--- src/rtl/uart_tx_pkg.sv ---
// uart_tx_pkg: shared types and constants for the UART transmit frame engine.
package uart_tx_pkg;
    typedef enum logic [2:0] {IDLE, START, DATA, PARITY, STOP} state_e;
    localparam logic PAR_EVEN = 1'b0;
    localparam logic PAR_ODD  = 1'b1;
    typedef struct packed {
        logic par_en;
        logic par_typ;
        logic stop2;
    } frame_cfg_t;
endpackage

--- src/rtl/uart_tx_frame_engine_if.sv ---
// uart_tx_frame_engine_if: word handshake, frame options, tick and serial line of the UART TX engine.
interface uart_tx_frame_engine_if #(parameter int DATA_WIDTH = 8);
    logic                  tx_tick;
    logic [DATA_WIDTH-1:0] p_data;
    logic                  data_valid;
    logic                  tx_ready;
    logic                  par_en;
    logic                  par_typ;
    logic                  stop2;
    logic                  tx_out;
    logic                  busy;
    modport master (output tx_tick, p_data, data_valid, par_en, par_typ, stop2,
                    input  tx_ready, tx_out, busy);
    modport slave  (input  tx_tick, p_data, data_valid, par_en, par_typ, stop2,
                    output tx_ready, tx_out, busy);
endinterface

--- src/rtl/uart_tx_parity_calc.sv ---
// uart_tx_parity_calc: combinational even/odd parity of a DATA_WIDTH-bit word.
module uart_tx_parity_calc
    import uart_tx_pkg::*;
#(
    parameter int DATA_WIDTH = 8
) (
    input  logic [DATA_WIDTH-1:0] data_i,
    input  logic                  par_typ_i,
    output logic                  par_o
);
    assign par_o = (^data_i) ^ (par_typ_i == PAR_ODD);
endmodule

--- src/rtl/uart_tx_frame_engine.sv ---
// uart_tx_frame_engine: serialises start, data (LSB first), optional parity and 1/2 stop bits on TX_TICK.
// Define UART_TX_HOLD_BUF_EN to accept the next word mid-frame for gapless back-to-back frames.
module uart_tx_frame_engine
    import uart_tx_pkg::*;
#(
    parameter int DATA_WIDTH = 8,
    parameter int CNT_W      = 4
) (
    input logic                  clk_i,
    input logic                  rst_i,
    uart_tx_frame_engine_if.slave bus_io
);
    localparam logic [CNT_W-1:0] LAST = CNT_W'(DATA_WIDTH - 1);

    state_e                state_q, state_d;
    logic [CNT_W-1:0]      cnt_q, cnt_d;
    logic [DATA_WIDTH-1:0] shreg_q, shreg_d, pend_data_q, pend_data_d;
    frame_cfg_t            cfg_q, cfg_d, pend_cfg_q, pend_cfg_d;
    logic                  par_q, par_d, tx_q, tx_d, pend_q, pend_d;
    logic                  pend_par, take, load;

    uart_tx_parity_calc #(.DATA_WIDTH(DATA_WIDTH)) u_par (
        .data_i    (pend_data_q),
        .par_typ_i (pend_cfg_q.par_typ),
        .par_o     (pend_par)
    );

`ifdef UART_TX_HOLD_BUF_EN
    assign bus_io.tx_ready = !pend_q;
`else
    assign bus_io.tx_ready = (state_q == IDLE) && !pend_q;
`endif
    assign bus_io.busy   = (state_q != IDLE) || pend_q;
    assign bus_io.tx_out = tx_q;
    assign take          = bus_io.data_valid && bus_io.tx_ready;

    always_comb begin
        state_d = state_q;
        cnt_d   = cnt_q;
        shreg_d = shreg_q;
        cfg_d   = cfg_q;
        par_d   = par_q;
        tx_d    = tx_q;
        load    = 1'b0;
        if (bus_io.tx_tick) begin
            case (state_q)
                IDLE:   load = pend_q;
                START: begin
                    state_d = DATA;
                    cnt_d   = '0;
                    tx_d    = shreg_q[0];
                end
                DATA: begin
                    if (cnt_q == LAST) begin
                        cnt_d   = '0;
                        state_d = cfg_q.par_en ? PARITY : STOP;
                        tx_d    = cfg_q.par_en ? par_q : 1'b1;
                    end else begin
                        cnt_d   = cnt_q + 1'b1;
                        shreg_d = shreg_q >> 1;
                        tx_d    = shreg_q[1];
                    end
                end
                PARITY: begin
                    state_d = STOP;
                    cnt_d   = '0;
                    tx_d    = 1'b1;
                end
                STOP: begin
                    tx_d = 1'b1;
                    if (cnt_q == CNT_W'(cfg_q.stop2)) begin
                        cnt_d   = '0;
                        state_d = IDLE;
                        load    = pend_q;
                    end else begin
                        cnt_d = cnt_q + 1'b1;
                    end
                end
                default: state_d = IDLE;
            endcase
            // A pending word always starts its frame on the tick that frees the shifter
            if (load) begin
                state_d = START;
                shreg_d = pend_data_q;
                cfg_d   = pend_cfg_q;
                par_d   = pend_par;
                tx_d    = 1'b0;
            end
        end
        pend_d      = take ? 1'b1 : (load ? 1'b0 : pend_q);
        pend_data_d = take ? bus_io.p_data : pend_data_q;
        pend_cfg_d  = take ? frame_cfg_t'{par_en: bus_io.par_en, par_typ: bus_io.par_typ, stop2: bus_io.stop2}
                           : pend_cfg_q;
    end

    always_ff @(posedge clk_i or posedge rst_i) begin
        if (rst_i) begin
            state_q     <= IDLE;
            cnt_q       <= '0;
            shreg_q     <= '0;
            cfg_q       <= '0;
            par_q       <= 1'b0;
            tx_q        <= 1'b1;
            pend_q      <= 1'b0;
            pend_data_q <= '0;
            pend_cfg_q  <= '0;
        end else begin
            state_q     <= state_d;
            cnt_q       <= cnt_d;
            shreg_q     <= shreg_d;
            cfg_q       <= cfg_d;
            par_q       <= par_d;
            tx_q        <= tx_d;
            pend_q      <= pend_d;
            pend_data_q <= pend_data_d;
            pend_cfg_q  <= pend_cfg_d;
        end
    end
endmodule

--- src/flat_wrapper.sv ---
// flat-port wrapper written by rule: the top's interface ports become plain ports
module uart_tx_frame_engine_flat import uart_tx_pkg::*;
#(
    parameter int DATA_WIDTH = 8,
    parameter int CNT_W      = 4
)
  (clk_i, rst_i, bus_io_tx_tick, bus_io_p_data, bus_io_data_valid, bus_io_par_en, bus_io_par_typ, bus_io_stop2, bus_io_tx_ready, bus_io_tx_out, bus_io_busy);
  uart_tx_frame_engine_if #(.DATA_WIDTH(DATA_WIDTH)) bus_io_i ();
  input logic clk_i;
  input logic rst_i;
  input wire logic [$bits(bus_io_i.tx_tick)-1:0] bus_io_tx_tick;
  input wire logic [$bits(bus_io_i.p_data)-1:0] bus_io_p_data;
  input wire logic [$bits(bus_io_i.data_valid)-1:0] bus_io_data_valid;
  input wire logic [$bits(bus_io_i.par_en)-1:0] bus_io_par_en;
  input wire logic [$bits(bus_io_i.par_typ)-1:0] bus_io_par_typ;
  input wire logic [$bits(bus_io_i.stop2)-1:0] bus_io_stop2;
  output wire logic [$bits(bus_io_i.tx_ready)-1:0] bus_io_tx_ready;
  output wire logic [$bits(bus_io_i.tx_out)-1:0] bus_io_tx_out;
  output wire logic [$bits(bus_io_i.busy)-1:0] bus_io_busy;
  assign bus_io_i.tx_tick = bus_io_tx_tick;
  assign bus_io_i.p_data = bus_io_p_data;
  assign bus_io_i.data_valid = bus_io_data_valid;
  assign bus_io_i.par_en = bus_io_par_en;
  assign bus_io_i.par_typ = bus_io_par_typ;
  assign bus_io_i.stop2 = bus_io_stop2;
  assign bus_io_tx_ready = bus_io_i.tx_ready;
  assign bus_io_tx_out = bus_io_i.tx_out;
  assign bus_io_busy = bus_io_i.busy;
  uart_tx_frame_engine #(.DATA_WIDTH(DATA_WIDTH), .CNT_W(CNT_W)) u_core (.clk_i(clk_i), .rst_i(rst_i), .bus_io(bus_io_i));
endmodule
--- config.mk ---
export PLATFORM = sky130hd
export DESIGN_NAME = uart_tx_frame_engine_flat
export DESIGN_NICKNAME = d
export VERILOG_FILES = /design/src/rtl/uart_tx_pkg.sv /design/src/rtl/uart_tx_frame_engine_if.sv /design/src/rtl/uart_tx_parity_calc.sv /design/src/rtl/uart_tx_frame_engine.sv /design/src/flat_wrapper.sv
export SDC_FILE = /design/constraint.sdc
export NUM_CORES = 1
export LEC_CHECK = 0
export CAP_MARGIN = 0
export CELL_PAD_IN_SITES_DETAIL_PLACEMENT = 1
export CELL_PAD_IN_SITES_GLOBAL_PLACEMENT = 2
export CORE_MARGIN = 2
export CORE_UTILIZATION = 40
export CTS_CLUSTER_DIAMETER = 120
export DETAILED_ROUTE_END_ITERATION = 16
export PLACE_DENSITY_LB_ADDON = 0.1
export SLEW_MARGIN = 20
export SYNTH_ARGS = -nofsm -noshare
export SYNTH_HDL_FRONTEND = slang
export SYNTH_SLANG_ARGS = --single-unit
export TNS_END_PERCENT = 1
--- constraint.sdc ---
create_clock -name clk_i -period 2.9 [get_ports clk_i]
set_input_delay 0.58 -clock clk_i [delete_from_list [all_inputs] [get_ports clk_i]]
set_output_delay 0.58 -clock clk_i [all_outputs]
set_load 0.01 [all_outputs]
---- Yosys cells after proc, flatten, opt, wreduce, memory -nomap -nowiden ----
Index checks and enable logic that the tools add are counted.
storage, ports and cells
  word-level logic and storage cells ...... 63
  memories ................................ 0
  ROM bits ................................ 0
  memory bits (writable) .................. 0
  output and inout bits ................... 3
  register bits ........................... 31
  latch bits .............................. 0
  bits of input ports ..................... 15
cells by class
  mux-type cells .......................... 21
  shift operators ......................... 0
  reduce and logical (&&, ||, !) cells .... 18
  div/mod/pow operators ................... 0
  add/sub/neg operators ................... 1
  bitwise logic cells ..................... 1
  multiply operators ...................... 0
  order comparisons ....................... 0
  eq/ne operators ......................... 10
operators by type and width
  kind                   number
  $mux W8                3
  $pmux W3 S5            1
  $mux W3                4
  $pmux W4 S3            1
  $mux W1                8
  $mux W4                2
  $reduce_xor A8 Y1      1
  $eq A3 B2 Y1 const B   2
  $ne A3 B1 Y1 const B   2
  $reduce_and A2 Y1      3
  $reduce_bool A3 Y1     2
  $add A4 B1 Y4 const B  1
  $eq A4 B1 Y1           1
  $eq A4 B3 Y1 const B   1
  $ne A2 B2 Y1 const B   2
  $reduce_and A4 Y1      1
  $reduce_bool A2 Y1     2
  $reduce_bool A4 Y1     1
  $reduce_or A2 Y1       2
  $eq A3 B1 Y1 const B   1
  $eq A3 B3 Y1 const B   1
  $logic_not A3 Y1       1
  $pmux W1 S3            1
  $reduce_and A3 Y1      1
  5 further kinds        6

---- Longest topological paths before layout ----
Gate-level depths: netlist of run 1.
  depth after elaboration ................. 7
  gate-level depth with buffers ........... 7
  mapped depth without buffers ............ 5

---- By module ----
A second synthesis of run 1 with hierarchy kept.
second synthesis, totals
  cells, all modules ...................... 144
  area total of the unflattened synthesis .. 1654.1 um^2
by module, submodules not included
  module                seq. area each (um^2)  cells an instance  instances  area an instance (um^2)
  uart_tx_frame_engine  777.0                  137                1          1571.5
  uart_tx_parity_calc   0.0                    7                  1          82.6

---- Least setup slack after synthesis of run 1 ----
Ideal clock, no wire load.
  path kind ............................... reg-to-output
  start ................................... reg u_core.state_q[1]
  end ..................................... out bus_io_busy
  required time ........................... 2.320 ns
  arrival time ............................ 1.137 ns
  stages on the path, launching flop included .. 6
  path buffers ............................ 2
  slack ................................... 1.183 ns
  path through ............................ dfrtp_1 > buf_6 > or2_1 > buf_6 > nor3_4 > inv_1
between the ends
  word-level cells in the longest chain between the ends .. 2
RTL lines
  item                    RTL line                     RTL
  start, declared         uart_tx_frame_engine.sv:15   state_e state_q, state_d;
  start signal, assigned  uart_tx_frame_engine.sv:108  state_q <= state_d;
  $reduce_bool A3 Y1      uart_tx_frame_engine.sv:33   assign bus_io.busy = (state_q != IDLE) || pend_q;
  $logic_or A1 B1 Y1      uart_tx_frame_engine.sv:33
  end, declared           flat_wrapper.sv:19           output wire logic [$bits(bus_io_i.busy)-1:0] bus_io_busy;
No other way between the ends.

---- Final worst setup path of run 1 ----
  start ................................... reg u_core.state_q[0]
  end ..................................... out bus_io_tx_ready
between the ends
  word-level cells in the longest chain between the ends .. 2
RTL lines
  item                 RTL line                    RTL
  $logic_not A3 Y1     uart_tx_frame_engine.sv:31  assign bus_io.tx_ready = (state_q == IDLE) && !pend_q;
  $logic_and A1 B1 Y1  uart_tx_frame_engine.sv:31
  end, declared        flat_wrapper.sv:17          output wire logic [$bits(bus_io_i.tx_ready)-1:0] bus_io_tx_ready;
No other way between the ends.

==> Implementation_results.wiki, run 1 <==
{| class="wikitable"
! Metric !! Value
|-
| Fraction of final layout cells sized beyond drive strength 1 || 20.4%
|-
| Detailed placer's ending HPWL || 2840 um
|-
| Run status || finished clean
|-
| Insertion delay to the later sink of the worst-skew pair || between 0.2 and 0.3 ns
|-
| GP Congestion || ~0.80
|-
| Most common flop cell mapped by yosys || sky130_fd_sc_hd__dfrtp_1
|-
| Final critical-path required period || around 2.5 ns
|-
| Standard-cell rows || 24
|-
| Power per standard cell area || between 1000 and 1500 mW/mm^2
|-
| Clock-pin slew of the registers on the worst-case setup and hold paths || 0.07 ns
|-
| Static Leak || 0.870 nW
|-
| Port buffer count || 17
|-
| Global-route wire length before repair || 6600 um
|-
| Most frequent cells in the layout || sky130_fd_sc_hd__dfrtp_1, sky130_fd_sc_hd__nand2_1, sky130_fd_sc_hd__clkdlybuf4s50_1
|-
| Mean post-synth cell area || between 10 and 15 sq um
|-
| Unrepaired setup endpoints after global routing || no
|-
| Violation count after the first detailed-route iteration || 64
|-
| Post-layout total power || roughly 2.5 mW
|-
| Hold WC Path Type || reg2reg
|-
| Critical path capture point type || output port
|-
| Hold bufs inserted after CTS || 0
|-
| Buffer depth of the longest clock path || 2
|-
| Share of the synthesized area in the top cell type || between 40% and 50%
|-
| Remaining global-route overflow || 0
|-
| Max Clock Freq || around 0.4 GHz
|-
| # H-tree levels || 2
|-
| Total global-route track usage || 16.9%
|-
| Library cell occupying the most area in the post-synthesis netlist || sky130_fd_sc_hd__dfrtp_1
|-
| Net Count, Synth || around 180
|-
| Worst rel slew slack || approximately two thirds
|-
| Largest vdd supply drop || ~460 uV
|-
| Area growth from synthesis to final layout || 16.1%
|-
| Critical path peak fanout || 8
|-
| Post-layout utilization of the core || between 40 and 50%
|-
| Area of the die || 0.00499 sq mm
|-
| Sum of routed wire length over all layers || about 3900 um
|-
| Remaining design rule violation count || 0
|-
| Die boundary height || a little over 70 um
|-
| Count of boundary I/O pins || 18
|-
| Number of enable-type register cells in the synthesized netlist || 0
|-
| Pin count of the biggest net entering global routing || 32
|-
| Part of the Yosys area used for sequential elements || 43.8%
|-
| Vias in the first global route || approximately 1,300
|-
| Share of flip-flops with an asynchronous set or reset || 100%
|-
| Antenna cells || 0
|-
| Endpoints failing hold || 0
|-
| Max-slew violations || 0
|-
| Distinct cell type count after synthesis || 41
|-
| Via count || roughly 1,300
|-
| Final Net Count || approximately 200
|-
| Sort of element at the start of the critical path || flip-flop
|-
| Via-per-instance ratio || about 5.5
|-
| Max-cap check violation count || 0
|-
| CTS tree || yes
|-
| Total number of yosys warnings || 0
|-
| Floorplan Core Area || 0.00432 sq mm
|-
| Leading cell types by total area after synthesis || sky130_fd_sc_hd__dfrtp_1, sky130_fd_sc_hd__mux2_4, sky130_fd_sc_hd__nor2b_1, sky130_fd_sc_hd__nand2_1, sky130_fd_sc_hd__mux2_2
|-
| Type of the worst setup path || reg2out
|-
| Number of buffers created by CTS || 5
|-
| Worst-case clock skew || around 0.0064 ns
|-
| CP Data Required Time || about 2.3 ns
|-
| Routed wire length per instance || between 15 and 20 um
|-
| First drt pass iteration count || 4
|-
| Die W || around 70 um
|-
| Number of nets with antenna violations after detailed routing || 0
|-
| Starting density of the core || ~41%
|-
| Cell count after synthesis || between 150 and 200
|-
| Number of antenna violations at the first check in global routing || 0
|-
| Most common cell after layout, fill and taps aside || sky130_fd_sc_hd__dfrtp_1
|-
| Slew of the pin with the lowest slew margin || 0.508 ns
|-
| Ratio of final minimum period to clock period || about 87%
|-
| Setup total negative slack || 0 ns
|-
| Arrival time reported for the critical path endpoint || between 1.5 and 2 ns
|-
| Post-cts repair resize count || 0
|-
| Post-synthesis instance area || around 0.0018 sq mm
|-
| Post-CTS setup repair buffer count || 0
|-
| Final setup viols || 0
|-
| Flop and latch count out of synthesis || 31
|-
| Root buffer cell || sky130_fd_sc_hd__clkbuf_8
|-
| Number of sinks driven by the clock tree || 31
|}
## sequential cells by signal, summed over array words and instances (netlist names)
register and count:
u_core.pend_data_q 8, u_core.cfg_q 2, u_core.pend_q 1, u_core.par_q 1, u_core.state_q 3, u_core.pend_cfg_q 3, u_core.shreg_q 8, u_core.bus_io.tx_out 1
u_core.cnt_q 4
## routing by layer
layer / vias to the layer above / global-route usage (%) / part of all wire [%]
li1: 626 / - / -
met1: 636 / 24.1 / 50
met2: 22 / 26.3 / 46
met3: 3 / 4.27 / 3.1
met4: 0 / 3.77 / 0.57
met5: - / 0 / 0
## worst max-delay path: stages, from the launching register on
cell and delay, ns:
sky130_fd_sc_hd__dfrtp_1 0.48, sky130_fd_sc_hd__or2_1 0.37, sky130_fd_sc_hd__nor3_4 0.22, sky130_fd_sc_hd__clkdlybuf4s50_1 0.58
## through the flow
stage	setup slack, ns	hold WS, ns	area (sq um)	instances
after floorplan	1.18	0.470	1780	165
after global placement	0.708	0.480	1960	225
after detailed placement	0.674	0.485	1960	225
after CTS	0.369	0.500	2060	233
after global routing	0.283	0.518	2060	233
final	0.371	0.499	2060	233
## synth_stat cells (all sizes together) (2+ instances only)
cell type and number:
xor2 2, a22o 5, mux2 16, nand2 19, nor2 4, a32o 2, nand3 3, dfrtp 30
nor3 2, buf 7, xnor2 5, nor2b 12, inv 4, nand4 9, and2 3, a21oi 2
nand3b 2, clkbuf 5, a31oi 7, o21ai 6, o211ai 7
## where the power goes
part           total, mW  leakage [nW]  internal, mW  switching [mW]
clock              0.383        0.0505         0.216           0.167
combinational       1.18         0.455         0.658           0.526
sequential         0.890         0.364         0.653           0.237
## layout make-up
class                           count  area, sq um
Fill cell                         490         2260
Multi-Input combinational cell    118          908
Sequential cell                    31          777
Timing Repair Buffer               20          193
Clock buffer                        7         96.3
Tap cell                           52         65.1
Inverter                            4         15.0
Clock inverter                      1         7.51
## final timing paths
path	startpoint	to	slack, ns	cells past startpoint
worst min-delay path	u_core.par_q$_DFFE_PP0P_	u_core.par_q$_DFFE_PP0P_	0.50	1
max in group asynchronous	rst_i	u_core.bus_io.tx_out$_DFFE_PP1P_	1.91	3
min in group asynchronous	rst_i	u_core.state_q[0]$_DFFE_PP0P_	0.68	3
worst max register to register	u_core.cnt_q[2]$_DFFE_PP0P_	u_core.shreg_q[7]$_DFFE_PP0P_	1.00	4
worst min register to register	u_core.par_q$_DFFE_PP0P_	u_core.par_q$_DFFE_PP0P_	0.50	1
worst max-delay path	u_core.state_q[0]$_DFFE_PP0P_	bus_io_tx_ready	0.37	3
## cells by family after synthesis
group / count (synthesis) / synth area share [%]
compound gates: 33 / 14.1
flops: 31 / 43.8
fa+ha+maj: 1 / 0.705
xor+xnor: 8 / 4.72
simple gates: 59 / 18.6
buf+inv: 16 / 5.07
mux: 17 / 13.0
Note: power is estimated with default switching activity, not from simulation.
==> run 2, diff against run 1 <==
- ABC_CLOCK_PERIOD_IN_PS: not set -> 2900
==> results of run 2 <==
Final layout, timing and power as in run 1 (identical DEF).
